[src/rtl/run_det_sched.sv]
// Round-robin shared run-of-ones detector: req->gnt 1 cycle, bits accepted only while STREAM,
// per-frame hit/hit_cnt reported with a done pulse (or abort pulse if the requester drops req).
module run_det_sched #(
  parameter int N_REQ   = 4,
  parameter int RUN_LEN = 2,
  parameter int CNT_W   = 8,
  parameter int ID_W    = $clog2(N_REQ)
) (
  input  logic             clk,
  input  logic             rst,
  input  logic [N_REQ-1:0] req,
  output logic [N_REQ-1:0] gnt,
  input  logic             bit_valid,
  input  logic             bit_in,
  input  logic             bit_last,
  output logic             bit_ready,
  output logic             det,
  output logic             done,
  output logic             abort,
  output logic             hit,
  output logic [CNT_W-1:0] hit_cnt,
  output logic [ID_W-1:0]  done_id,
  output logic             busy
);
  localparam int RC_W = $clog2(RUN_LEN + 1);

  typedef enum logic [1:0] {IDLE, STREAM, REPORT} state_t;

  state_t             state_q, state_d;
  logic [ID_W-1:0]    rr_ptr_q, rr_ptr_d;
  logic [RC_W-1:0]    run_cnt_q, run_cnt_d;
  logic [N_REQ-1:0]   gnt_q, gnt_d;
  logic               done_q, done_d;
  logic               abort_q, abort_d;
  logic               hit_q, hit_d;
  logic [CNT_W-1:0]   hit_cnt_q, hit_cnt_d;
  logic [ID_W-1:0]    done_id_q, done_id_d;

  logic               found, found_hi, found_lo;
  logic [ID_W-1:0]    pick, pick_hi, pick_lo, next_id;
  logic               accept, req_lost;

  assign accept   = bit_valid && (state_q == STREAM);
  assign req_lost = !req[done_id_q];
  assign next_id  = (done_id_q == ID_W'(N_REQ - 1)) ? '0 : done_id_q + 1'b1;

  // Prefer the lowest requester at or above rr_ptr, else wrap to the lowest overall.
  always_comb begin
    found_hi = 1'b0;
    pick_hi  = '0;
    found_lo = 1'b0;
    pick_lo  = '0;
    for (int j = 0; j < N_REQ; j++) begin
      if (req[j] && !found_hi && (ID_W'(j) >= rr_ptr_q)) begin
        found_hi = 1'b1;
        pick_hi  = ID_W'(j);
      end
      if (req[j] && !found_lo) begin
        found_lo = 1'b1;
        pick_lo  = ID_W'(j);
      end
    end
    found = found_lo;
    pick  = found_hi ? pick_hi : pick_lo;
  end

  always_ff @(posedge clk or posedge rst) begin
    if (rst) begin
      state_q   <= IDLE;
      rr_ptr_q  <= '0;
      run_cnt_q <= '0;
      gnt_q     <= '0;
      done_q    <= 1'b0;
      abort_q   <= 1'b0;
      hit_q     <= 1'b0;
      hit_cnt_q <= '0;
      done_id_q <= '0;
    end else begin
      state_q   <= state_d;
      rr_ptr_q  <= rr_ptr_d;
      run_cnt_q <= run_cnt_d;
      gnt_q     <= gnt_d;
      done_q    <= done_d;
      abort_q   <= abort_d;
      hit_q     <= hit_d;
      hit_cnt_q <= hit_cnt_d;
      done_id_q <= done_id_d;
    end
  end

  always_comb begin
    state_d = state_q;
    case (state_q)
      IDLE:    if (found) state_d = STREAM;
      STREAM: begin
        if (accept && bit_last)      state_d = REPORT;
        else if (req_lost && !accept) state_d = IDLE;
      end
      REPORT:  state_d = IDLE;
      default: state_d = IDLE;
    endcase
  end

  always_comb begin
    rr_ptr_d  = rr_ptr_q;
    run_cnt_d = run_cnt_q;
    gnt_d     = gnt_q;
    done_d    = 1'b0;
    abort_d   = 1'b0;
    hit_d     = hit_q;
    hit_cnt_d = hit_cnt_q;
    done_id_d = done_id_q;
    case (state_q)
      IDLE: begin
        if (found) begin
          gnt_d       = '0;
          gnt_d[pick] = 1'b1;
          done_id_d   = pick;
          run_cnt_d   = '0;
          hit_d       = 1'b0;
          hit_cnt_d   = '0;
        end
      end
      STREAM: begin
        if (accept) begin
          if (bit_in) begin
            if (run_cnt_q != RC_W'(RUN_LEN)) run_cnt_d = run_cnt_q + 1'b1;
            // The 1 that completes a run is the only one that counts it.
            if (run_cnt_q == RC_W'(RUN_LEN - 1)) begin
              hit_d = 1'b1;
              if (hit_cnt_q != {CNT_W{1'b1}}) hit_cnt_d = hit_cnt_q + 1'b1;
            end
          end else begin
            run_cnt_d = '0;
          end
          if (bit_last) begin
            gnt_d  = '0;
            done_d = 1'b1;
          end
        end else if (req_lost) begin
          gnt_d     = '0;
          abort_d   = 1'b1;
          rr_ptr_d  = next_id;
          run_cnt_d = '0;
          hit_d     = 1'b0;
          hit_cnt_d = '0;
        end
      end
      REPORT:  rr_ptr_d = next_id;
      default: ;
    endcase
  end

  always_comb begin
    gnt       = gnt_q;
    bit_ready = (state_q == STREAM);
    busy      = (state_q != IDLE);
    det       = (run_cnt_q == RC_W'(RUN_LEN));
    done      = done_q;
    abort     = abort_q;
    hit       = hit_q;
    hit_cnt   = hit_cnt_q;
    done_id   = done_id_q;
  end
endmodule

[config.mk]
export PLATFORM = sky130hd
export DESIGN_NAME = run_det_sched
export DESIGN_NICKNAME = d
export VERILOG_FILES = /design/src/rtl/run_det_sched.sv
export SDC_FILE = /design/constraint.sdc
export NUM_CORES = 1
export LEC_CHECK = 0
export ABC_AREA = 1
export ABC_CLOCK_PERIOD_IN_PS = 1300
export BUFFER_PORTS_ARGS = -buffer_cell sky130_fd_sc_hd__buf_2
export CAP_MARGIN = 20
export CORE_MARGIN = 1
export CORE_UTILIZATION = 49
export DETAILED_ROUTE_END_ITERATION = 16
export HOLD_SLACK_MARGIN = 0.03
export PLACE_DENSITY = 0.76
export SLEW_MARGIN = 20
export SYNTH_ARGS = -nofsm -noshare
export SYNTH_HDL_FRONTEND = slang
export SYNTH_SLANG_ARGS = --single-unit
[constraint.sdc]
create_clock -name clk -period 1.3 [get_ports clk]
set_input_delay 0.065 -clock clk [delete_from_list [all_inputs] [get_ports clk]]
set_output_delay 0.065 -clock clk [all_outputs]
set_load 0.01 [all_outputs]
==> summary.md, run 1 <==
| Metric | Value |
|---|---|
| Switching part of the total | 0.458 |
| HP Class | in -> reg |
| Placed cell areas | 1870 um2 |
| Drt pass-1 iters | 10 |
| Sequential area share after synthesis | 0.392 |
| Diodes inserted | 0 |
| Share of layout cells above drive strength 1 | 0.377 |
| Area growth syn-to-layout | 39.9% |
| Status | finished, violations left |
| Site Rows | 19 |
| Final hold violations | 0 |
| CP peak stage delay | 0.45 ns |
| Clock root cell | clkbuf_4 |
| Die height | 56.8 um |
| RSZ-0062 raised after global routing | true |
| Routed wire per std cell | 11.6 um |
| Worst path cell trace | ha_4 > nand2_4 > nor2_2 > nand2_2 > clkinv_4 > nor2_8 > nand2_4 > nand2_1 > nand2_1 |
| Leakage | 1.13 nW |
| Final setup margin | -0.132 ns |
| Latest clock arrival within the worst-skew pair | 0.33 ns |
| Flops & latches, synth | 23 |
| Core area | 2810 um2 |
| Clock Pin Slew Worst Setup and Hold Paths | 0.14 ns |
| CP arrival | 1.67 ns |
| Commonest non-fill, non-tap cell in the layout | nand2_1 |
| CP delay by family, top | simple AND/OR/NAND/NOR gates |
| Total global routing overflow | 0 |
| Vias in the first global route | 1306 |
| HPWL after DPL | 2.53 mm |
| Die X | 56.8 um |
| CTS tree | done |
| Crit path buffers/inverters | 1 |
| Post-route cell area | 2050 um2 |
| Combinational power share | 0.621 |
| Clock Sinks | 23 |
| Post-Syn Nets | 218 |
| Max-Slew Margin vs Limit | 0.803 |
| Syn_area_per_cell | 7.24 um2 |
| Worst path slowest cell | dfrtp_1 |
| Commonest non-fill, non-tap cells in the layout | nand2_1, buf_4, buf_2, inv_1, nand3_1 |
| Switching pwr | 1.77 mW |
| Largest net degree at the start of global routing | 24 |
| Power Density | 1880 nW/um2 |
| Total of max-cap violations | 0 |
| Port Buf Inserts | 28 |
| Final Cycle Share | 1.10 |
| Placer Congestion | 0.798 |
| Max clock buf depth | 2 |
| CP startpoint kind | register |
| Clock Power Share | 0.093 |
| Drt total wl | 3.45 mm |
| First-pass GRT wire length | 5.72 mm |
| Placed Cells | 285 |
| Fin cells | 296 |
| Failing checks | design-rule violations, negative setup slack |
| Seq pwr share | 0.286 |
| Setup slack at placement | -0.160 ns |
| Antenna violations before repair | 0 |
| Least-Margin Pin Slew | 0.295 ns |
| Nets | 281 |
| H-tree Lvls | 1 |
| Tmin final | 1.43 ns |
| Num CTS Buffers | 3 |
| Synth Cell Area | 1470 um2 |
| Final antenna-violating net count | 0 |
| Final total power | 3.87 mW |
| Cell-internal power | 2.10 mW |
| Die area | 3220 um2 |
| Clock Skews | 0.00590 ns |
| Final setup vio count | 18 |
| Fin. max-slew vios | 0 |
| GRT Resource Usage Total | 0.227 |
| WS Path Type | reg -> reg |
| Maximum fanout along the worst path | 8 |
| CP endpoint kind | register |
| VDD IR max | 1.27 mV |
| Starting Density | 0.524 |
| Warnings, synthesis | 0 |
| Vias | 1495 |
| Cell count after synthesis | 203 |
| Vias per std cell | 5.05 |
| Fmax | 698 MHz |
| First-iteration detailed-routing DRC count | 58 |
| Yosys cell types | 25 |
| # DRC | 2 |
| Number of top-level pins | 29 |
| Crit path required time | 1.54 ns |
-- cell families (layout without fill, tap and decap cells) --
kind of cell | after synthesis | after routing | share of synthesized area
adder cells (fa/ha/maj) | 6 | 6 | 0.0511
AO/OA/AOI/OAI | 11 | 11 | 0.0392
buffers and inverters | 30 | 91 | 0.0860
flip-flops | 23 | 23 | 0.392
AND/OR/NAND/NOR | 131 | 132 | 0.420
XOR/XNOR | 2 | 2 | 0.0119
-- flip-flops by register name (all words and copies together), names as in the netlist --
signal / flops
rr_ptr_q: 2
hit_cnt: 8
done_id: 2
hit: 1
abort: 1
run_cnt_q: 2
gnt: 4
done: 1
state_q: 2
-- routing by layer --
| metal | vias up | global-route usage | routed length (um) |
|---|---|---|---|
| met5 | - | 0 | 0 |
| met1 | 691 | 0.296 | 1530 |
| li1 | 767 | - | - |
| met4 | 0 | 0.0871 | 21 |
| met3 | 4 | 0.0253 | 108 |
| met2 | 33 | 0.386 | 1790 |
-- final cells by class --
cell class | count | area, um2
fillers | 226 | 751
repair buffers | 59 | 398
inverters | 28 | 115
multi-input cells | 151 | 896
clock inverters | 1 | 5.00
well taps | 31 | 38.8
flip-flops and latches | 23 | 579
clock buffers | 3 | 22.5
-- worst register-to-register path, cell delays in order, from the launching register on --
cell and delay, ns:
dfrtp_1 0.45, ha_4 0.20, nand2_4 0.09, nor2_2 0.05, nand2_2 0.09, clkinv_4 0.07
nor2_8 0.16, nand2_4 0.10, nand2_1 0.07, nand2_1 0.05
-- power by group through the flow --
| stage | registers, mW | clock network (mW) | logic, mW |
|---|---|---|---|
| detailed placement | 1.11 | 0 | 2.06 |
| finish | 1.11 | 0.358 | 2.40 |
| CTS | 1.10 | 0.348 | 2.17 |
| global placement | 1.11 | 0 | 2.02 |
| floorplan | 1.17 | 0 | 1.28 |
| global route | 1.14 | 0.388 | 2.66 |
-- cells in the mapped netlist --
master,n,share of area
nor2_8,1,0.014
a21oi_1,2,0.0068
o21bai_1,1,0.0051
clkinv_4,1,0.0060
o21ai_1,1,0.0034
dfrtp_1,23,0.39
nand2_2,3,0.013
nand3b_1,1,0.0051
inv_1,24,0.061
nor3_1,3,0.010
buf_2,1,0.0034
nand3_4,2,0.024
inv_2,3,0.0077
nor2_1,17,0.043
o21ai_0,7,0.024
nor2_2,2,0.0085
nand2_1,70,0.18
ha_1,6,0.051
nand2_4,2,0.015
buf_6,1,0.0077
or2_2,2,0.0085
nand3_2,1,0.0068
xor2_1,2,0.012
nand4_1,1,0.0043
nand3_1,26,0.089
-- worst paths after layout --
kind | from | endpoint | slack [ns] | cells after the start
worst min register to register | gnt[3] | gnt[3] | 0.50 | 2
worst max register to register | state_q[0] | hit_cnt[3] | -0.13 | 9
worst min-delay path | bit_in | run_cnt_q[1] | 0.12 | 5
max in group asynchronous | rst | hit_cnt[0] | 0.76 | 4
min in group asynchronous | rst | run_cnt_q[0] | 0.29 | 4
worst max-delay path | state_q[0] | hit_cnt[3] | -0.13 | 9
-- stage by stage --
step	TNS (ns)	hold slack (ns)	util
after CTS	-1.23	0.137	0.707
after floorplan	-0.339	0.0668	-
after detailed placement	-1.86	0.122	0.668
after global placement	-1.33	0.114	0.668
final	-1.59	0.123	0.732
after global routing	-3.14	0.138	0.732
-- timing repair --
action / CTS / global route
gates cloned: 1 / 0
pin swaps: 7 / 3
setup buffers: 2 / 2
resized for setup: 9 / 13
hold buffers: 2 / 0
setup endpoints to repair: 18 / 22
endpoints found under the hold margin: 24 / 0
Note: power is estimated with default switching activity, not from simulation.
==> inputs of run 2 (changes only) <==
--- a/config.mk
+++ b/config.mk
@@ -9,11 +9,13 @@
 export ABC_CLOCK_PERIOD_IN_PS = 1300
 export BUFFER_PORTS_ARGS = -buffer_cell sky130_fd_sc_hd__buf_2
 export CAP_MARGIN = 20
+export CORE_ASPECT_RATIO = 1.2
 export CORE_MARGIN = 1
 export CORE_UTILIZATION = 49
 export DETAILED_ROUTE_END_ITERATION = 16
 export HOLD_SLACK_MARGIN = 0.03
 export PLACE_DENSITY = 0.76
+export SKIP_LAST_GASP = 1
 export SLEW_MARGIN = 20
 export SYNTH_ARGS = -nofsm -noshare
 export SYNTH_HDL_FRONTEND = slang
==> run 2 against run 1 <==
Clock-buffer cell count did not move. Largest cell class unchanged. Global-route usage rose by 2.2 points. The flow finishes with violations (negative setup slack). Design area rose by 4.2%.
==> summary.md, run 2 (synthesis results as in run 1) <==
| Metric | Value |
|---|---|
| Status | finished, violations left (unchanged) |
| Failing checks | negative setup slack (was design-rule violations, negative setup slack) |
| R2R Setup Slk | -0.17 ns (was -0.13 ns) |
| Worst Hold Depth | 3 (was 5) |
| WHS Endpoint | done (was run_cnt_q[1]) |
| Maximum fanout along the worst path | 8 (unchanged) |
| Met3 routed WL | 109 um (was 108 um) |
| Crit path required time | 1.53 ns (was 1.54 ns) |
| Met2 WL | 1.98 mm (was 1.79 mm) |
| Latest clock arrival within the worst-skew pair | 0.32 ns (was 0.33 ns) |
| Site Rows | 21 (was 19) |
| Vias in the first global route | 1345 (was 1306) |
| Drt total wl | 3.62 mm (was 3.45 mm) |
| First-iteration detailed-routing DRC count | 40 (was 58) |
| CP startpoint kind | register (unchanged) |
| Commonest non-fill, non-tap cell in the layout | nand2_1 (unchanged) |
| H-tree Lvls | 1 (unchanged) |
| Worst Min Path Start | bit_last (was bit_in) |
| Cell-internal power | 2.30 mW (was 2.10 mW) |
| Worst path slowest cell | dfrtp_2 (was dfrtp_1) |
| Die height | 62.0 um (was 56.8 um) |
| Final hold violations | 0 (unchanged) |
| Drt pass-1 iters | 4 (was 10) |
| Reg2reg start | state_q[0] (unchanged) |
| Routed wire per std cell | 12.0 um (was 11.6 um) |
| Switching pwr | 1.95 mW (was 1.77 mW) |
| Seq pwr share | 0.263 (was 0.286) |
| Largest net degree at the start of global routing | 24 (unchanged) |
| CTS tree | done (unchanged) |
| Num CTS Buffers | 3 (unchanged) |
| Clock Sinks | 23 (unchanged) |
| Least-Margin Pin Slew | 0.301 ns (was 0.295 ns) |
| Total of max-cap violations | 0 (unchanged) |
| Clock Power Share | 0.081 (was 0.093) |
| Setup TNS | -2.06 ns (was -1.59 ns) |
| Vias | 1509 (was 1495) |
| CP arrival | 1.69 ns (was 1.67 ns) |
| Commonest non-fill, non-tap cells in the layout | nand2_1, buf_4, buf_2, inv_1, nand3_1 (unchanged) |
| Top Metal Used | met4 (unchanged) |
| Max clock buf depth | 2 (unchanged) |
| Most frequent CP cell | nand2_4 |
| Max reg flops | 8 (unchanged) |
| Tmin final | 1.47 ns (was 1.43 ns) |
| Switching part of the total | 0.458 (about the same) |
| Nets | 283 (was 281) |
| Final setup margin | -0.166 ns (was -0.132 ns) |
| Max-Slew Margin vs Limit | 0.799 (was 0.803) |
| Clock root cell | clkbuf_4 (unchanged) |
| Total global routing overflow | 0 (unchanged) |
| Fin. max-slew vios | 0 (unchanged) |
| Hold slack final | 0.0504 ns (was 0.123 ns) |
| CP endpoint kind | register (unchanged) |
| Placer Congestion | 0.790 (was 0.798) |
| Clock Skews | 0.00106 ns (was 0.00590 ns) |
| Port Buf Inserts | 28 (unchanged) |
| GRT Resource Usage Total | 0.249 (was 0.227) |
| Starting Density | 0.522 (was 0.524) |
| M1 wire length | 1.48 mm (was 1.53 mm) |
| Antenna violations before repair | 0 (unchanged) |
| CP peak stage delay | 0.47 ns (was 0.45 ns) |
| Vias per std cell | 5.01 (was 5.05) |
| HP Class | in -> reg (unchanged) |
| Core area | 2810 um2 (about the same) |
| RSZ-0062 raised after global routing | true (unchanged) |
| Worst path cell trace | ha_4 > nand2_4 > inv_4 > nand2_4 > nand3_4 > nor2_8 > nand2_8 > nand2_2 > nand2_1 (was ha_4 > nand2_4 > nor2_2 > nand2_2 > clkinv_4 > nor2_8 > nand2_4 > nand2_1 > nand2_1) |
| WS Path Type | reg -> reg (unchanged) |
| VDD IR max | 1.47 mV (was 1.27 mV) |
| Combinational power share | 0.656 (was 0.621) |
| Final antenna-violating net count | 0 (unchanged) |
| HPWL after DPL | 2.52 mm (was 2.53 mm) |
| # DRC | 0 (was 2) |
| Area growth syn-to-layout | 45.7% (was 39.9%) |
| Die area | 3220 um2 (about the same) |
| Final Cycle Share | 1.13 (was 1.10) |
| Die X | 52.0 um (was 56.8 um) |
| Clock Pin Slew Worst Setup and Hold Paths | 0.13 ns (was 0.14 ns) |
| First-pass GRT wire length | 5.81 mm (was 5.72 mm) |
| Final total power | 4.25 mW (was 3.87 mW) |
| Reg2Reg Capture Point | hit_cnt[2] (was hit_cnt[3]) |
| Diodes inserted | 0 (unchanged) |
| Fmax | 682 MHz (was 698 MHz) |
| Share of layout cells above drive strength 1 | 0.449 (was 0.377) |
| R2r worst-path depth | 9 (unchanged) |
| Final setup vio count | 21 (was 18) |
| Number of top-level pins | 29 (unchanged) |
| Power Density | 1990 nW/um2 (was 1880 nW/um2) |
| Leakage | 1.15 nW (was 1.13 nW) |
## run 2: cell types whose count changed in the layout (fill, tap and decap cells not counted), sizes merged
cell         previous run  this run
buf                    57        60
dlygate4sd3             2         1
## run 2: layer usage
layer / vias to the layer above / track usage
met2: 27 / 0.469
li1: 767 / -
met3: 7 / 0.0341
met4: 0 / 0.0965
met5: - / 0
met1: 708 / 0.283
## run 2: repair_timing
item / in CTS / in global routing
buffers inserted: 5 / 3
setup endpoints to repair: 21 / 22
hold endpoints to repair: 23 / 0
hold buffers: 1 / 0
cloned: 1 / 0
pin swaps: 12 / 12
resized for setup: 23 / 21
## run 2: cell type report
class | count | area (um2)
fillers | 202 | 671
well taps | 34 | 42.5
repair buffers | 61 | 414
multi-input cells | 151 | 961
clock buffers | 3 | 22.5
flip-flops and latches | 23 | 581
inverters | 28 | 115
clock inverters | 1 | 5.00
## run 2: stage by stage
step	area, um2	utilization	instances	setup slack [ns]
after CTS	2040	0.727	299	-0.148
after global placement	1890	0.671	289	-0.118
after detailed placement	1890	0.671	289	-0.158
final	2140	0.761	301	-0.166
after floorplan	1520	-	203	-0.0403
after global routing	2140	0.761	301	-0.248
## run 2: power by group through the flow
stage / registers (mW) / clock network (mW) / logic (mW)
global placement: 1.11 / 0 / 2.08
CTS: 1.11 / 0.350 / 2.41
global route: 1.15 / 0.384 / 3.06
floorplan: 1.17 / 0 / 1.28
finish: 1.12 / 0.346 / 2.79
detailed placement: 1.11 / 0 / 2.15
## run 2: worst max path at each step
stage,startpoint,to,slack [ns],cells after the start
after floorplan,state_q[0],hit_cnt[7],-0.04,9
after global placement,state_q[0],hit_cnt[1],-0.12,9
after detailed placement,state_q[0],hit_cnt[3],-0.16,9
after CTS,state_q[0],hit_cnt[6],-0.15,9
after global routing,state_q[1],hit_cnt[2],-0.25,10
final,state_q[0],hit_cnt[2],-0.17,9
## run 2: critical path: cells and delay by family (launching register included)
kind | cells | cell delay [ns]
buffers and inverters | 1 | 0.05
AND/OR/NAND/NOR | 7 | 0.67
adder cells (fa/ha/maj) | 1 | 0.19
flip-flops | 1 | 0.47
